$ cat config.mk
export PLATFORM = sky130hd
export DESIGN_NAME = bp_update_ctrl_flat
export DESIGN_NICKNAME = d
export VERILOG_FILES = /design/src/rtl/bp_update_ctrl_pkg.sv /design/src/rtl/bp_update_ctrl_if.sv /design/src/rtl/bp_update_fifo.sv /design/src/rtl/bp_update_ctrl.sv /design/src/flat_wrapper.sv
export SDC_FILE = /design/constraint.sdc
export NUM_CORES = 1
export LEC_CHECK = 0
export CAP_MARGIN = 10
export CORE_MARGIN = 3
export CORE_UTILIZATION = 49
export CTS_CLUSTER_DIAMETER = 150
export DETAILED_ROUTE_END_ITERATION = 10
export GPL_TIMING_DRIVEN = 0
export HOLD_SLACK_MARGIN = 0.15
export PLACE_DENSITY = 0.76
export RECOVER_POWER = 100
export SYNTH_ARGS = -nofsm -noshare
export SYNTH_HDL_FRONTEND = slang
export SYNTH_SLANG_ARGS = --single-unit
export TNS_END_PERCENT = 30
$ cat constraint.sdc
create_clock -name clk -period 5.45 [get_ports clk]
set_input_delay 0.8175 -clock clk [delete_from_list [all_inputs] [get_ports clk]]
set_output_delay 0.8175 -clock clk [all_outputs]
set_load 0.01 [all_outputs]
$ cat src/rtl/bp_update_ctrl_pkg.sv
// Shared types and constants for the branch predictor update controller.
// Opcode classes, the queued update record and the controller state.
package bp_update_ctrl_pkg;

  localparam logic [6:0] OP_BRANCH = 7'b1100011;
  localparam logic [6:0] OP_JAL    = 7'b1101111;
  localparam logic [6:0] OP_JALR   = 7'b1100111;

  typedef struct packed {
    logic [63:0] pc;
    logic [31:0] instr;
    logic        taken;
    logic [63:0] target;
  } bp_update_t;

  typedef enum logic {
    RUN     = 1'b0,
    RECOVER = 1'b1
  } bpu_state_e;

  function automatic logic is_ctrl_flow(input logic [31:0] instr);
    return (instr[6:0] == OP_BRANCH) || (instr[6:0] == OP_JAL) ||
           (instr[6:0] == OP_JALR);
  endfunction

  function automatic logic [31:0] sat_inc(input logic [31:0] v);
    return (v == 32'hFFFF_FFFF) ? v : v + 32'd1;
  endfunction

endpackage

$ cat src/rtl/bp_update_ctrl_if.sv
// Resolve/update/redirect/statistics bundle between EX, the controller and the predictor.
// master drives resolves and the hold; slave is the controller.
interface bp_update_ctrl_if #(
  parameter int QDEPTH = 4
);
  logic                      resolve_valid;
  logic                      resolve_ready;
  logic [63:0]               resolve_pc;
  logic [31:0]               resolve_instr;
  logic                      resolve_taken;
  logic [63:0]               resolve_target;
  logic                      resolve_pred_taken;
  logic [63:0]               resolve_pred_target;
  logic                      upd_hold;
  logic                      update_en;
  logic [63:0]               update_pc;
  logic [31:0]               update_instr;
  logic                      actual_taken;
  logic [63:0]               actual_target;
  logic                      redirect_valid;
  logic [63:0]               redirect_pc;
  logic [31:0]               stat_branches;
  logic [31:0]               stat_mispredicts;
  logic [$clog2(QDEPTH):0]   q_count;

  modport master (
    output resolve_valid, resolve_pc, resolve_instr, resolve_taken, resolve_target,
           resolve_pred_taken, resolve_pred_target, upd_hold,
    input  resolve_ready, update_en, update_pc, update_instr, actual_taken,
           actual_target, redirect_valid, redirect_pc, stat_branches,
           stat_mispredicts, q_count
  );

  modport slave (
    input  resolve_valid, resolve_pc, resolve_instr, resolve_taken, resolve_target,
           resolve_pred_taken, resolve_pred_target, upd_hold,
    output resolve_ready, update_en, update_pc, update_instr, actual_taken,
           actual_target, redirect_valid, redirect_pc, stat_branches,
           stat_mispredicts, q_count
  );
endinterface

$ cat src/rtl/bp_update_fifo.sv
// In-order queue of resolved control-flow updates awaiting the predictor.
// Head is read combinationally; occupancy is registered so full/empty carry no bypass.
module bp_update_fifo
  import bp_update_ctrl_pkg::*;
#(
  parameter int QDEPTH = 4
) (
  input  logic                    clk,
  input  logic                    reset_n,
  input  logic                    push,
  input  bp_update_t              push_data,
  input  logic                    pop,
  output bp_update_t              head,
  output logic                    full,
  output logic                    empty,
  output logic [$clog2(QDEPTH):0] count
);

  localparam int AW = $clog2(QDEPTH);
  localparam logic [AW-1:0] PTR_ONE = AW'(1);
  localparam logic [AW:0]   CNT_ONE = (AW + 1)'(1);
  localparam logic [AW:0]   DEPTH_C = (AW + 1)'(QDEPTH);

  bp_update_t    mem [QDEPTH];
  logic [AW-1:0] wptr_q;
  logic [AW-1:0] rptr_q;
  logic [AW:0]   count_q;
  logic          do_push;
  logic          do_pop;

  assign full    = (count_q == DEPTH_C);
  assign empty   = (count_q == '0);
  assign count   = count_q;
  assign head    = mem[rptr_q];
  assign do_push = push && !full;
  assign do_pop  = pop && !empty;

  always_ff @(posedge clk) begin
    if (do_push) mem[wptr_q] <= push_data;
  end

  // Pointers wrap naturally because QDEPTH is a power of two.
  always_ff @(posedge clk or negedge reset_n) begin
    if (!reset_n) begin
      wptr_q  <= '0;
      rptr_q  <= '0;
      count_q <= '0;
    end else begin
      if (do_push) wptr_q <= wptr_q + PTR_ONE;
      if (do_pop)  rptr_q <= rptr_q + PTR_ONE;
      case ({do_push, do_pop})
        2'b10:   count_q <= count_q + CNT_ONE;
        2'b01:   count_q <= count_q - CNT_ONE;
        default: count_q <= count_q;
      endcase
    end
  end

endmodule

$ cat src/rtl/bp_update_ctrl.sv
// Buffers resolved branches/jumps for the predictor update port, raises fetch
// redirects on mispredicts, and keeps saturating branch/mispredict statistics.
//
//   state   | meaning
//   RUN     | queue control-flow resolves, detect mispredicts
//   RECOVER | wrong-path window: accept and discard resolves for FLUSH_CYCLES cycles
module bp_update_ctrl
  import bp_update_ctrl_pkg::*;
#(
  parameter int QDEPTH       = 4,
  parameter int FLUSH_CYCLES = 2
) (
  input logic              clk,
  input logic              reset_n,
  bp_update_ctrl_if.slave  bus
);

  localparam int FW = $clog2(FLUSH_CYCLES + 1);
  localparam logic [FW-1:0] FLUSH_LOAD = FW'(FLUSH_CYCLES);
  localparam logic [FW-1:0] FLUSH_ONE  = FW'(1);

  bpu_state_e              state_q, state_d;
  logic [FW-1:0]           flush_cnt_q, flush_cnt_d;
  logic                    redirect_q, redirect_d;
  logic [63:0]             redirect_pc_q, redirect_pc_d;
  logic [31:0]             stat_branches_q;
  logic [31:0]             stat_mispredicts_q;
  logic                    upd_en_q;
  bp_update_t              upd_data_q;

  logic                    ready_int;
  logic                    accept;
  logic                    mispredict;
  logic                    push;
  logic                    pop;
  logic                    br_inc;
  logic                    mp_inc;
  bp_update_t              push_data;
  bp_update_t              head;
  logic                    full;
  logic                    empty;
  logic [$clog2(QDEPTH):0] count;

  bp_update_fifo #(.QDEPTH(QDEPTH)) u_fifo (
    .clk       (clk),
    .reset_n   (reset_n),
    .push      (push),
    .push_data (push_data),
    .pop       (pop),
    .head      (head),
    .full      (full),
    .empty     (empty),
    .count     (count)
  );

  // Ready depends only on registered state; held low while reset is asserted.
  assign ready_int = (state_q == RECOVER) || !full;
  assign accept    = bus.resolve_valid && ready_int;
  assign pop       = !empty && !bus.upd_hold;

  // A not-taken prediction that is correct ignores the (meaningless) target.
  assign mispredict = (bus.resolve_taken != bus.resolve_pred_taken) ||
                      (bus.resolve_taken && (bus.resolve_target != bus.resolve_pred_target));

  always_comb begin
    push_data.pc     = bus.resolve_pc;
    push_data.instr  = bus.resolve_instr;
    push_data.taken  = bus.resolve_taken;
    push_data.target = bus.resolve_target;
  end

  always_ff @(posedge clk or negedge reset_n) begin
    if (!reset_n) begin
      state_q       <= RUN;
      flush_cnt_q   <= '0;
      redirect_q    <= 1'b0;
      redirect_pc_q <= '0;
    end else begin
      state_q       <= state_d;
      flush_cnt_q   <= flush_cnt_d;
      redirect_q    <= redirect_d;
      redirect_pc_q <= redirect_pc_d;
    end
  end

  always_comb begin
    state_d       = state_q;
    flush_cnt_d   = flush_cnt_q;
    redirect_d    = 1'b0;
    redirect_pc_d = redirect_pc_q;
    push          = 1'b0;
    br_inc        = 1'b0;
    mp_inc        = 1'b0;
    case (state_q)
      RUN: begin
        if (accept && is_ctrl_flow(bus.resolve_instr)) begin
          push   = 1'b1;
          br_inc = 1'b1;
          if (mispredict) begin
            mp_inc        = 1'b1;
            redirect_d    = 1'b1;
            redirect_pc_d = bus.resolve_taken ? bus.resolve_target
                                              : bus.resolve_pc + 64'd4;
            state_d       = RECOVER;
            flush_cnt_d   = FLUSH_LOAD;
          end
        end
      end
      RECOVER: begin
        flush_cnt_d = flush_cnt_q - FLUSH_ONE;
        if (flush_cnt_q <= FLUSH_ONE) state_d = RUN;
      end
      default: state_d = RUN;
    endcase
  end

  always_ff @(posedge clk or negedge reset_n) begin
    if (!reset_n) begin
      stat_branches_q    <= '0;
      stat_mispredicts_q <= '0;
    end else begin
      if (br_inc) stat_branches_q    <= sat_inc(stat_branches_q);
      if (mp_inc) stat_mispredicts_q <= sat_inc(stat_mispredicts_q);
    end
  end

  // Update fields keep their last values when nothing drains.
  always_ff @(posedge clk or negedge reset_n) begin
    if (!reset_n) begin
      upd_en_q   <= 1'b0;
      upd_data_q <= '0;
    end else begin
      upd_en_q <= pop;
      if (pop) upd_data_q <= head;
    end
  end

  assign bus.resolve_ready    = reset_n && ready_int;
  assign bus.update_en        = upd_en_q;
  assign bus.update_pc        = upd_data_q.pc;
  assign bus.update_instr     = upd_data_q.instr;
  assign bus.actual_taken     = upd_data_q.taken;
  assign bus.actual_target    = upd_data_q.target;
  assign bus.redirect_valid   = redirect_q;
  assign bus.redirect_pc      = redirect_pc_q;
  assign bus.stat_branches    = stat_branches_q;
  assign bus.stat_mispredicts = stat_mispredicts_q;
  assign bus.q_count          = count;

endmodule

$ cat src/flat_wrapper.sv
// flat-port wrapper written by rule: the top's interface ports become plain ports
module bp_update_ctrl_flat import bp_update_ctrl_pkg::*;
#(
  parameter int QDEPTH       = 4,
  parameter int FLUSH_CYCLES = 2
)
  (clk, reset_n, bus_resolve_valid, bus_resolve_pc, bus_resolve_instr, bus_resolve_taken, bus_resolve_target, bus_resolve_pred_taken, bus_resolve_pred_target, bus_upd_hold, bus_resolve_ready, bus_update_en, bus_update_pc, bus_update_instr, bus_actual_taken, bus_actual_target, bus_redirect_valid, bus_redirect_pc, bus_stat_branches, bus_stat_mispredicts, bus_q_count);
  bp_update_ctrl_if #(.QDEPTH(QDEPTH)) bus_i ();
  input logic clk;
  input logic reset_n;
  input wire logic [$bits(bus_i.resolve_valid)-1:0] bus_resolve_valid;
  input wire logic [$bits(bus_i.resolve_pc)-1:0] bus_resolve_pc;
  input wire logic [$bits(bus_i.resolve_instr)-1:0] bus_resolve_instr;
  input wire logic [$bits(bus_i.resolve_taken)-1:0] bus_resolve_taken;
  input wire logic [$bits(bus_i.resolve_target)-1:0] bus_resolve_target;
  input wire logic [$bits(bus_i.resolve_pred_taken)-1:0] bus_resolve_pred_taken;
  input wire logic [$bits(bus_i.resolve_pred_target)-1:0] bus_resolve_pred_target;
  input wire logic [$bits(bus_i.upd_hold)-1:0] bus_upd_hold;
  output wire logic [$bits(bus_i.resolve_ready)-1:0] bus_resolve_ready;
  output wire logic [$bits(bus_i.update_en)-1:0] bus_update_en;
  output wire logic [$bits(bus_i.update_pc)-1:0] bus_update_pc;
  output wire logic [$bits(bus_i.update_instr)-1:0] bus_update_instr;
  output wire logic [$bits(bus_i.actual_taken)-1:0] bus_actual_taken;
  output wire logic [$bits(bus_i.actual_target)-1:0] bus_actual_target;
  output wire logic [$bits(bus_i.redirect_valid)-1:0] bus_redirect_valid;
  output wire logic [$bits(bus_i.redirect_pc)-1:0] bus_redirect_pc;
  output wire logic [$bits(bus_i.stat_branches)-1:0] bus_stat_branches;
  output wire logic [$bits(bus_i.stat_mispredicts)-1:0] bus_stat_mispredicts;
  output wire logic [$bits(bus_i.q_count)-1:0] bus_q_count;
  assign bus_i.resolve_valid = bus_resolve_valid;
  assign bus_i.resolve_pc = bus_resolve_pc;
  assign bus_i.resolve_instr = bus_resolve_instr;
  assign bus_i.resolve_taken = bus_resolve_taken;
  assign bus_i.resolve_target = bus_resolve_target;
  assign bus_i.resolve_pred_taken = bus_resolve_pred_taken;
  assign bus_i.resolve_pred_target = bus_resolve_pred_target;
  assign bus_i.upd_hold = bus_upd_hold;
  assign bus_resolve_ready = bus_i.resolve_ready;
  assign bus_update_en = bus_i.update_en;
  assign bus_update_pc = bus_i.update_pc;
  assign bus_update_instr = bus_i.update_instr;
  assign bus_actual_taken = bus_i.actual_taken;
  assign bus_actual_target = bus_i.actual_target;
  assign bus_redirect_valid = bus_i.redirect_valid;
  assign bus_redirect_pc = bus_i.redirect_pc;
  assign bus_stat_branches = bus_i.stat_branches;
  assign bus_stat_mispredicts = bus_i.stat_mispredicts;
  assign bus_q_count = bus_i.q_count;
  bp_update_ctrl #(.QDEPTH(QDEPTH), .FLUSH_CYCLES(FLUSH_CYCLES)) u_core (.clk(clk), .reset_n(reset_n), .bus(bus_i));
endmodule
==> impl_metrics.csv <==
group,metric,value,unit
outcome,status,"finished, violations left",
outcome,violations,"capacitance limit, slew limit",
timing,clock.fmax,0.189,GHz
global_route,antenna_found_initial,33,
yosys,yosysTopAreaCellShare,51.1,%
global_route,grt_max_degree,109,
setup_path,end_kind,"flip-flop",
timing,period_needed,5.29,ns
worst_hold_path,hold_path.class,"input pin to async pin",
yosys,avgSynthCellArea,18.0,um^2
run,drv_cap,1,
yosys,synth_cell_types,59,
global_route,overflow,0,
placed_design,dp_hpwl,78.4,mm
clock_tree,cts_tree,"yes",
layout,drive_gt1_share,19.8,%
floorplanning,fp-row-count,101,
power,power_density,443,nW/um^2
setup_path,timing.rr.end,"u_core.u_fifo.mem[3][86]",
global_route,grt_util_all_layers,27.4,%
placed_design,gp_congestion,0.864,
power,cellLeakagePower,0.0176,uW
layout,fin_area,48000,um^2
floorplanning,fp.coreArea,76200,um^2
power,clockPowerShare,31.7,%
timing,fin_ws,0.156,ns
clock_tree,cts_root_buffer,"clkbuf_16",
yosys,ys_top_cells_by_count,"644 x edfxtp_1, 301 x dfrtp_1, 201 x mux2_2, 161 x mux4_2, 95 x nand2_1",
clock_tree,clk_path_buf_depth,3,
yosys,ys_ff_latch,945,
setup_path,crit_type,"input pin to flip-flop",
timing,rsz0062_at_grt,"false",
layout,areaGrowthSynthToFinish,26.8,%
placed_design,portBuffers,524,
timing,setup_viol,0,
clock_tree,cts-htree-levels,3,
timing,finalCritPeriodShare,97.1,%
setup_path,rr_worst_depth,8,
global_route,grt_pass1_vias,23400,
yosys,synth_edf_count,644,
clock_tree,cts-buffers-inserted,96,
layout,nets,2974,
timing,hold_viol,0,
drt,first_pass_iters,5,
drt,drtIter0Drc,2003,
clock_tree,cts.reportedPaths.clkPinSlew,0.06,ns
floorplanning,initial_core_util,49.6,%
drt,antenna_left,0,
yosys,netlist_instances,2096,
yosys,synth.most_common_cell,"edfxtp_1",
floorplanning,num_io_pins,525,
clock_tree,clk_latency,0.66,ns
timing,slew_headroom,-83.2,%
drt,wl_per_cell,28.6,um
yosys,synth_area_leaders,"edfxtp_1 51%, dfrtp_1 20%, mux4_2 9.6%",
yosys,postSynth.asyncResetShare,31.9,%
setup_path,cp.required,5.96,ns
power,seqPwrFrac,42.1,%
power,p_sw,5930,uW
yosys,ys_seq_area_share,71.0,%
drt,drt-total-wl,110,mm
power,irDropWorstVdd,0.261,mV
timing,skew,0.0293,ns
yosys,syn_nets,2336,
setup_path,cp_max_fo,10,
placed_design,place_ws,-0.316,ns
clock_tree,cts_setup_buffers,0,
global_route,grt_pass1_wl,161,mm
clock_tree,ctsResizeCount,0,
setup_path,rrSetupSlack,0.68,ns
power,combPwrFrac,26.1,%
setup_path,arrival,5.80,ns
yosys,ys.flop_type,"edfxtp_1",
power,power.internal,15300,uW
timing,tightest_slew,2.75,ns
layout,nFillCells,5315,
setup_path,crit_path_start_kind,"input pin",
placed_design,placed_area,44800,um^2
drt,via_per_inst,5.75,
setup_path,timing.rr.start,"u_core.u_fifo.count[0]",
yosys,syn-cell-area,37800,um^2
drt,num_vias,22300,
floorplanning,die_area,80600,um^2
timing,holdWs,0.215,ns
clock_tree,cts.sinks,945,
power,switching_share,27.9,%
timing,drv_slew,92,
yosys,yosysWarnings,0,
yosys,synth_area_leader_cell,"edfxtp_1",
clock_tree,ctsHoldBuffers,0,
drt,remaining_drc_errors,0,
floorplanning,die_w,284,um
floorplanning,die_h,284,um
-- worst max-delay path, stage by stage --
cell,delay (ns)
dlygate4sd3_1,1.02
nand3_1,0.49
nor4_1,1.03
nand4_1,0.30
nor4_4,0.89
nand2b_1,0.29
clkbuf_1,0.52
mux2_2,0.41
-- cell families (layout without fill, tap and decap cells) --
group	after synthesis	after routing	synth area share, %
flops	945	945	71.0
mux	396	396	16.6
simple gates	358	358	5.24
xor+xnor	174	174	4.03
buf+inv	117	839	1.29
compound gates	96	96	1.51
fa+ha+maj	10	10	0.351
other cells	0	21	0
-- how the worst max path moves through the flow --
stage               slack (ns)            startpoint                          end
global route              0.15  bus_resolve_instr[4]    u_core.u_fifo.mem[3][100]
CTS                       0.36     bus_resolve_taken   u_core.bus.redirect_pc[53]
global placement        -11.20               reset_n  u_core.bus.update_instr[24]
detailed placement       -0.32     bus_resolve_taken   u_core.bus.redirect_pc[62]
finish                    0.16     bus_resolve_taken   u_core.bus.redirect_pc[18]
floorplan                -0.74  bus_resolve_instr[4]      u_core.u_fifo.mem[2][0]
-- per-stage QoR --
stage	setup TNS [ns]	util, %	std cells	power [uW]
CTS	0	63.1	3847	21800
floorplan	-237.51	-	2096	12000
finish	0	63.0	3869	21300
global placement	-5728.30	58.2	3650	14900
detailed placement	-12.26	58.8	3665	15100
global route	0	62.9	3856	22100
-- power by group through the flow --
stage               clock [uW]  combinational (uW)  sequential, uW
finish                    6750                5560            8960
global route              7140                5920            9040
CTS                       6850                5950            9000
detailed placement           0                5920            9130
global placement             0                5800            9110
floorplan                    0                2690            9340
-- final cells by class --
cell class / count / area, um^2 / share of cell area (%)
Tap cell: 1030 / 1290 / 2.69
Clock inverter: 50 / 568 / 1.18
Buffer: 86 / 363 / 0.756
Sequential cell: 945 / 26900 / 56.0
Multi-Input combinational cell: 1034 / 10500 / 21.8
Clock buffer: 132 / 2720 / 5.67
Antenna cell: 21 / 52.6 / 0.110
Timing Repair Buffer: 540 / 5530 / 11.5
Inverter: 31 / 116 / 0.242
-- per-layer routing --
layer	up-vias	part of all wire (%)	track usage, %
met5	-	0.15	0
met1	11600	39	36.2
met4	28	3.0	8.29
met2	971	49	44.5
li1	9466	-	-
met3	183	9.4	7.65
-- registers in the layout, summed over array words and instances (netlist names) --
name / cells
u_core.bus.actual_taken: 1
u_core.bus.actual_target: 64
u_core.bus.redirect_pc: 64
u_core.bus.redirect_valid: 1
u_core.bus.stat_branches: 32
u_core.bus.stat_mispredicts: 32
u_core.bus.update_en: 1
u_core.bus.update_instr: 32
u_core.bus.update_pc: 64
u_core.flush_cnt_q: 2
u_core.state_q: 1
u_core.u_fifo.count: 3
u_core.u_fifo.mem: 644
u_core.u_fifo.rptr_q: 2
u_core.u_fifo.wptr_q: 2
-- cells in the final DEF (no fill, tap or decap), types with 20 or more instances in the layout --
master,n
xor2_1,88
diode_2,21
nand4_1,57
mux2_1,29
dfrtp_1,301
mux2_2,199
nand2_1,95
clkdlybuf4s50_1,67
nor2_1,45
dlygate4sd3_1,456
and3_1,20
edfxtp_1,644
clkbuf_16,98
mux4_2,161
o21ai_0,63
inv_1,31
xnor2_1,86
clkbuf_1,75
nand3_1,43
Note: power is estimated with default switching activity, not from simulation.
